[src/rtl/etc1_block_sequencer_if.sv]
// rtl/etc1_block_sequencer_if.sv - Block input, decoder drive and pixel output bundle for etc1_block_sequencer.
interface etc1_block_sequencer_if;
  logic [63:0] in_block;
  logic        in_valid;
  logic        in_ready;
  logic [63:0] dec_block;
  logic [1:0]  dec_x;
  logic [1:0]  dec_y;
  logic [23:0] dec_pixel;
  logic [23:0] out_pixel;
  logic [1:0]  out_x;
  logic [1:0]  out_y;
  logic        out_last;
  logic        out_valid;
  logic        out_ready;
  logic        busy;

  modport slave (
    input  in_block, in_valid, dec_pixel, out_ready,
    output in_ready, dec_block, dec_x, dec_y,
    output out_pixel, out_x, out_y, out_last, out_valid, busy
  );

  modport master (
    output in_block, in_valid, dec_pixel, out_ready,
    input  in_ready, dec_block, dec_x, dec_y,
    input  out_pixel, out_x, out_y, out_last, out_valid, busy
  );
endinterface

[src/rtl/etc1_block_sequencer.sv]
// rtl/etc1_block_sequencer.sv - Walks the 16 texels of each ETC1 block through an external decoder
// and re-aligns decoded pixels with their coordinates on a backpressured output stream.
module etc1_block_sequencer #(
  parameter int DEC_LATENCY = 1,
  parameter int FIFO_DEPTH  = 4
) (
  input  logic                  clk,
  input  logic                  reset,
  etc1_block_sequencer_if.slave bus
);

  localparam int PTR_W = (FIFO_DEPTH > 1) ? $clog2(FIFO_DEPTH) : 1;
  localparam int OCC_W = $clog2(FIFO_DEPTH + DEC_LATENCY + 2) + 1;
  localparam logic [OCC_W-1:0] DEPTH_C = OCC_W'(FIFO_DEPTH);

  typedef enum logic {IDLE, ISSUE} state_t;
  typedef struct packed { logic vld; logic [1:0] x; logic [1:0] y; logic last; } tag_t;
  typedef struct packed { logic [23:0] pixel; logic [1:0] x; logic [1:0] y; logic last; } beat_t;

  state_t                  state_q, state_d;
  logic [3:0]              idx_q, idx_d;
  logic [63:0]             blk_q, blk_d;
  logic [63:0]             dec_block_q, dec_block_d;
  logic [1:0]              dec_x_q, dec_x_d, dec_y_q, dec_y_d;
  logic                    iss_vld_q, iss_vld_d, iss_last_q, iss_last_d;
  tag_t  [DEC_LATENCY-1:0] pipe_q, pipe_d;
  beat_t [FIFO_DEPTH-1:0]  fifo_q, fifo_d;
  logic [PTR_W-1:0]        wr_ptr_q, wr_ptr_d, rd_ptr_q, rd_ptr_d;
  logic [OCC_W-1:0]        count_q, count_d;

  logic [OCC_W-1:0] occ;
  logic             issue, push, pop, in_ready_raw, in_flight_any;
  tag_t             tail;
  beat_t            head;

  // Credit covers the issue register and every decoder stage, so an issued texel always owns a FIFO slot.
  always_comb begin
    occ           = count_q + OCC_W'(iss_vld_q);
    in_flight_any = iss_vld_q;
    for (int i = 0; i < DEC_LATENCY; i++) begin
      occ           = occ + OCC_W'(pipe_q[i].vld);
      in_flight_any = in_flight_any | pipe_q[i].vld;
    end
    issue = (state_q == ISSUE) && (occ < DEPTH_C);
  end

  always_comb begin
    state_d      = state_q;
    idx_d        = idx_q;
    blk_d        = blk_q;
    dec_block_d  = dec_block_q;
    dec_x_d      = dec_x_q;
    dec_y_d      = dec_y_q;
    iss_vld_d    = 1'b0;
    iss_last_d   = 1'b0;
    in_ready_raw = 1'b0;
    unique case (state_q)
      IDLE: begin
        in_ready_raw = 1'b1;
        if (bus.in_valid) begin
          blk_d       = bus.in_block;
          dec_block_d = bus.in_block;
          idx_d       = 4'd0;
          state_d     = ISSUE;
        end
      end
      ISSUE: begin
        if (issue) begin
          dec_block_d = blk_q;
          dec_x_d     = idx_q[1:0];
          dec_y_d     = idx_q[3:2];
          iss_vld_d   = 1'b1;
          iss_last_d  = (idx_q == 4'd15);
          idx_d       = idx_q + 4'd1;
          // The next block is taken on the last issue so texel 0 follows texel 15 with no bubble.
          if (idx_q == 4'd15) begin
            in_ready_raw = 1'b1;
            if (bus.in_valid) blk_d = bus.in_block;
            else              state_d = IDLE;
          end
        end
      end
    endcase
  end

  always_comb begin
    pipe_d    = '0;
    pipe_d[0] = '{vld: iss_vld_q, x: dec_x_q, y: dec_y_q, last: iss_last_q};
    for (int i = 1; i < DEC_LATENCY; i++) pipe_d[i] = pipe_q[i-1];
    tail     = pipe_q[DEC_LATENCY-1];
    push     = tail.vld;
    pop      = (count_q != '0) && bus.out_ready;
    fifo_d   = fifo_q;
    wr_ptr_d = wr_ptr_q;
    rd_ptr_d = rd_ptr_q;
    if (push) begin
      fifo_d[wr_ptr_q] = '{pixel: bus.dec_pixel, x: tail.x, y: tail.y, last: tail.last};
      wr_ptr_d         = wr_ptr_q + PTR_W'(1);
    end
    if (pop) rd_ptr_d = rd_ptr_q + PTR_W'(1);
    count_d = count_q + OCC_W'(push) - OCC_W'(pop);
  end

  always_ff @(posedge clk or posedge reset) begin
    if (reset) begin
      state_q     <= IDLE;
      idx_q       <= '0;
      blk_q       <= '0;
      dec_block_q <= '0;
      dec_x_q     <= '0;
      dec_y_q     <= '0;
      iss_vld_q   <= 1'b0;
      iss_last_q  <= 1'b0;
      pipe_q      <= '0;
      fifo_q      <= '0;
      wr_ptr_q    <= '0;
      rd_ptr_q    <= '0;
      count_q     <= '0;
    end else begin
      state_q     <= state_d;
      idx_q       <= idx_d;
      blk_q       <= blk_d;
      dec_block_q <= dec_block_d;
      dec_x_q     <= dec_x_d;
      dec_y_q     <= dec_y_d;
      iss_vld_q   <= iss_vld_d;
      iss_last_q  <= iss_last_d;
      pipe_q      <= pipe_d;
      fifo_q      <= fifo_d;
      wr_ptr_q    <= wr_ptr_d;
      rd_ptr_q    <= rd_ptr_d;
      count_q     <= count_d;
    end
  end

  assign head          = fifo_q[rd_ptr_q];
  assign bus.in_ready  = in_ready_raw && !reset;
  assign bus.dec_block = dec_block_q;
  assign bus.dec_x     = dec_x_q;
  assign bus.dec_y     = dec_y_q;
  assign bus.out_pixel = head.pixel;
  assign bus.out_x     = head.x;
  assign bus.out_y     = head.y;
  assign bus.out_last  = head.last;
  assign bus.out_valid = (count_q != '0);
  assign bus.busy      = (state_q == ISSUE) || in_flight_any || (count_q != '0);

  no_overflow: assert property (@(posedge clk) disable iff (reset) !(push && count_q == DEPTH_C));

endmodule

[src/flat_wrapper.sv]
// flat-port wrapper written by rule: the top's interface ports become plain ports
module etc1_block_sequencer_flat 
#(
  parameter int DEC_LATENCY = 1,
  parameter int FIFO_DEPTH  = 4
)
  (clk, reset, bus_in_block, bus_in_valid, bus_dec_pixel, bus_out_ready, bus_in_ready, bus_dec_block, bus_dec_x, bus_dec_y, bus_out_pixel, bus_out_x, bus_out_y, bus_out_last, bus_out_valid, bus_busy);
  etc1_block_sequencer_if bus_i ();
  input  logic clk;
  input  logic reset;
  input wire logic [$bits(bus_i.in_block)-1:0] bus_in_block;
  input wire logic [$bits(bus_i.in_valid)-1:0] bus_in_valid;
  input wire logic [$bits(bus_i.dec_pixel)-1:0] bus_dec_pixel;
  input wire logic [$bits(bus_i.out_ready)-1:0] bus_out_ready;
  output wire logic [$bits(bus_i.in_ready)-1:0] bus_in_ready;
  output wire logic [$bits(bus_i.dec_block)-1:0] bus_dec_block;
  output wire logic [$bits(bus_i.dec_x)-1:0] bus_dec_x;
  output wire logic [$bits(bus_i.dec_y)-1:0] bus_dec_y;
  output wire logic [$bits(bus_i.out_pixel)-1:0] bus_out_pixel;
  output wire logic [$bits(bus_i.out_x)-1:0] bus_out_x;
  output wire logic [$bits(bus_i.out_y)-1:0] bus_out_y;
  output wire logic [$bits(bus_i.out_last)-1:0] bus_out_last;
  output wire logic [$bits(bus_i.out_valid)-1:0] bus_out_valid;
  output wire logic [$bits(bus_i.busy)-1:0] bus_busy;
  assign bus_i.in_block = bus_in_block;
  assign bus_i.in_valid = bus_in_valid;
  assign bus_i.dec_pixel = bus_dec_pixel;
  assign bus_i.out_ready = bus_out_ready;
  assign bus_in_ready = bus_i.in_ready;
  assign bus_dec_block = bus_i.dec_block;
  assign bus_dec_x = bus_i.dec_x;
  assign bus_dec_y = bus_i.dec_y;
  assign bus_out_pixel = bus_i.out_pixel;
  assign bus_out_x = bus_i.out_x;
  assign bus_out_y = bus_i.out_y;
  assign bus_out_last = bus_i.out_last;
  assign bus_out_valid = bus_i.out_valid;
  assign bus_busy = bus_i.busy;
  etc1_block_sequencer #(.DEC_LATENCY(DEC_LATENCY), .FIFO_DEPTH(FIFO_DEPTH)) u_core (.clk(clk), .reset(reset), .bus(bus_i));
endmodule
[config.mk]
export PLATFORM = sky130hd
export DESIGN_NAME = etc1_block_sequencer_flat
export DESIGN_NICKNAME = d
export VERILOG_FILES = /design/src/rtl/etc1_block_sequencer_if.sv /design/src/rtl/etc1_block_sequencer.sv /design/src/flat_wrapper.sv
export SDC_FILE = /design/constraint.sdc
export NUM_CORES = 1
export LEC_CHECK = 0
export CAP_MARGIN = 5
export CORE_UTILIZATION = 50
export DETAILED_ROUTE_END_ITERATION = 10
export DONT_BUFFER_PORTS = 1
export SYNTH_ARGS = -nofsm -noshare
export SYNTH_HDL_FRONTEND = slang
export SYNTH_SLANG_ARGS = --single-unit
[constraint.sdc]
create_clock -name clk -period 11.34 [get_ports clk]
set_input_delay 2.835 -clock clk [delete_from_list [all_inputs] [get_ports clk]]
set_output_delay 2.835 -clock clk [all_outputs]
set_load 0.05 [all_outputs]
==> summary.txt <==
Yosys
  – Largest family of logic cells by synthesized area: compound AO/OA/AOI/OAI gates
  – Synth Area per Inst: 11.5 µm²
  – FF+latch count, synth: 269
  – Synth Area in Adders: 1.23%
  – Compound-Gate Fraction of Synth Area: 16.3%
  – Most area-hungry cell type in the Yosys netlist: dfrtp_1
  – Mapped Nets: 1308
  – Ranking of synthesized cells by area: dfrtp_1 49%, mux2_2 9.4%, nand3_1 4.8%, mux4_2 4.7%, a31o_2 4.0%
  – Yosys warnings: 0
  – Mux share of post-synthesis cell area: 14.7%
  – Main synth FF type: dfrtp_1
  – Top cells by count, synth: 269 x dfrtp_1, 133 x nand3_1, 116 x mux2_2
  – Netlist cell types: 45
  – Synth Instances: 1203
  – Post-synth top area share: 48.5%
  – Post-Synth XOR/XNOR Area: 0.379%
  – Simple-gate share of the synthesized area: 14.3%
  – Register area share after synthesis: 48.5%
  – Post-synth EDFFs: 0
  – Post-Syn Area: 13900 µm²
  – Most frequent cell after synthesis: dfrtp_1
  – Async set or reset register ratio after synthesis: 100%

CTS
  – Worst-path clk slew: 0.06 ns
  – CTS sink cnt: 269
  – CTS tree: yes
  – TritonCTS buffer count: 30
  – # resized after CTS: 0
  – Clock Tree Root: clkbuf_16
  – Cts hold-fix bufs: 0
  – Worst-Skew Late Latency: 0.55 ns
  – Clock buffer depth: 3
  – Post CTS Setup Buffer Count: 0
  – Maximum level of the CTS H-tree: 1

Die
  – Die area: 28400 µm²
  – Die Y: 169 µm
  – Core Area: 27100 µm²
  – Initial Utilization: 51.2%
  – Placement Rows: 60
  – Die W: 169 µm
  – Num ports: 192

Timing
  – Slew @ Worst Pin: 1.06 ns
  – Fin crit share: 56.2%
  – Slew HR: 29.3%
  – Final Hold Fails: 0
  – Max Clock Freq: 0.157 GHz
  – RSZ-0062 raised after global routing: false
  – Endpoints failing setup: 0
  – Setup TNS Final: 0 ns
  – Period minus WS final: 6.37 ns
  – Fin. max-slew vios: 0
  – Layout Skew: 0.0271 ns

Global route
  – Largest net degree at the start of global routing: 194
  – Number of global-route vias before repair: 9768
  – Initial antenna violation count: 0
  – Grt ovf: 0
  – First-pass GRT wire length: 55.0 mm
  – Global Route Usage Sum: 23.9%

Routing
  – Vias: 9782
  – Remaining antenna violation count: 0
  – Routed wire length: 34.1 mm
  – Per-cell routed wire length: 22.6 µm
  – Post-route DRC: 0
  – Initial DRC count: 988
  – Drt via density: 6.48
  – DRT Pass-1 Iters: 8

Finish
  – Fin nets: 1220
  – Layout overhead on the synthesized area: 8.05%
  – Footprint of the multi-input gates: 6550 µm²
  – Layout Utilization: 55.3%
  – Register area: 6740 µm²
  – Layout cells sized above 1: 26.4%
  – Layout fillers: 2279

Critical path
  – Worst R2R End: u_core.bus.dec_block[35]
  – Worst Setup End Kind: output port
  – Worst setup path start: u_core.push
  – Worst Path Buf+Inv: 1
  – CP delay by family, top: compound AO/OA/AOI/OAI gates
  – Max incr delay on CP: 0.72 ns
  – R2R Path Start: u_core.state_q
  – Levels on crit path: 6
  – WP data arrival: 3.54 ns
  – Crit-path slowest cell: nor2_1
  – WS Path Type: flip-flop to output port
  – Worst path required time: 8.51 ns
  – Crit path capture: bus_in_ready
  – Critical Path Source Type: flip-flop
  – Reg2Reg Depth: 6
  – Register-to-register setup slack: 7.54 ns
  – CP cell instances: ha_1 > a21oi_1 > o22a_2 > buf_4 > a31oi_1 > nor2_1
  – CP max FO: 67

Worst hold path
  – HP Start: u_core.iss_last_q
  – Hold Crit Class: flip-flop to flip-flop

Status
  – Status: complete, no violations

Power and ir drop
  – Peak supply drop: 0.160 mV
  – PwrDens: 312 nW/µm²
  – P_leak: 5.55 nW

Placed design
  – Port bufs: 0
  – Post-DP HPWL: 18.2 mm
  – Routability cong.: 0.712

Flow run
  – Number of max-cap violations: 0
[registers in the layout, summed over array words and instances, names as in the netlist]
signal                flops
u_core.blk_q             64
u_core.bus.dec_block     64
u_core.bus.dec_x          2
u_core.bus.dec_y          2
u_core.count_q            4
u_core.fifo_q           116
u_core.idx_q              4
u_core.iss_last_q         1
u_core.iss_vld_q          1
u_core.pipe_q             5
u_core.push               1
u_core.rd_ptr_q           2
u_core.state_q            1
u_core.wr_ptr_q           2
[worst min path at each step]
| stage | end | slack (ns) | cells after the start |
|---|---|---|---|
| global placement | u_core.pipe_q[0] | 0.33 | 0 |
| floorplan | u_core.pipe_q[0] | 0.33 | 0 |
| global route | u_core.pipe_q[0] | 0.35 | 0 |
| CTS | u_core.pipe_q[0] | 0.33 | 0 |
| finish | u_core.pipe_q[0] | 0.33 | 0 |
| detailed placement | u_core.pipe_q[0] | 0.35 | 0 |
[layout by cell type (no fill, tap or decap), types with 12 or more instances in the layout]
| master | n |
|---|---|
| a31oi_1 | 64 |
| mux2_2 | 116 |
| dfrtp_1 | 266 |
| clkbuf_16 | 31 |
| mux4_2 | 29 |
| o221a_2 | 15 |
| o211ai_1 | 64 |
| nand3_1 | 132 |
| ha_1 | 12 |
| o221a_1 | 49 |
| and3_1 | 66 |
| nor2b_1 | 64 |
| a31o_2 | 63 |
| or3_1 | 64 |
[layout make-up]
| class | instances | area share [%] |
|---|---|---|
| timing repair buffer | 12 | 0.685 |
| inverter | 14 | 0.401 |
| sequential | 269 | 45.0 |
| clock buffer | 46 | 5.95 |
| antenna | 1 | 0.0167 |
| clock inverter | 8 | 1.14 |
| multi-input combinational | 788 | 43.7 |
| tap | 372 | 3.11 |
[cells by family after synthesis]
| group | Yosys count |
|---|---|
| xor gates and xnor gates | 6 |
| buffers and inverters | 146 |
| and+or+nand+nor | 348 |
| muxes | 152 |
| DFF | 269 |
| adders and majority gates | 13 |
| AOI/OAI and AO/OA | 269 |
[report_power, final]
group	switching (W)	internal (W)
combinational	0.00116	0.000682
clock	0.000394	0.000652
sequential	0.000500	0.00128
[stage by stage]
stage,worst slack (ns),power [W],hold slack [ns],area [µm²],std cells
global route,4.75,0.00492,0.349,15000,1509
finish,4.97,0.00467,0.328,15000,1510
global placement,5.00,0.00362,0.334,13900,1455
floorplan,1.09,0.00333,0.331,13900,1203
CTS,4.92,0.00471,0.334,15000,1509
detailed placement,5.01,0.00365,0.348,13900,1455
[routing by layer]
| layer | GRT usage, % | routed length, µm |
|---|---|---|
| met4 | 4.23 | 344 |
| met5 | 0 | 0 |
| met2 | 39.4 | 16400 |
| met3 | 5.68 | 2430 |
| met1 | 32.6 | 14900 |
Power figures use the tool's default switching activity.
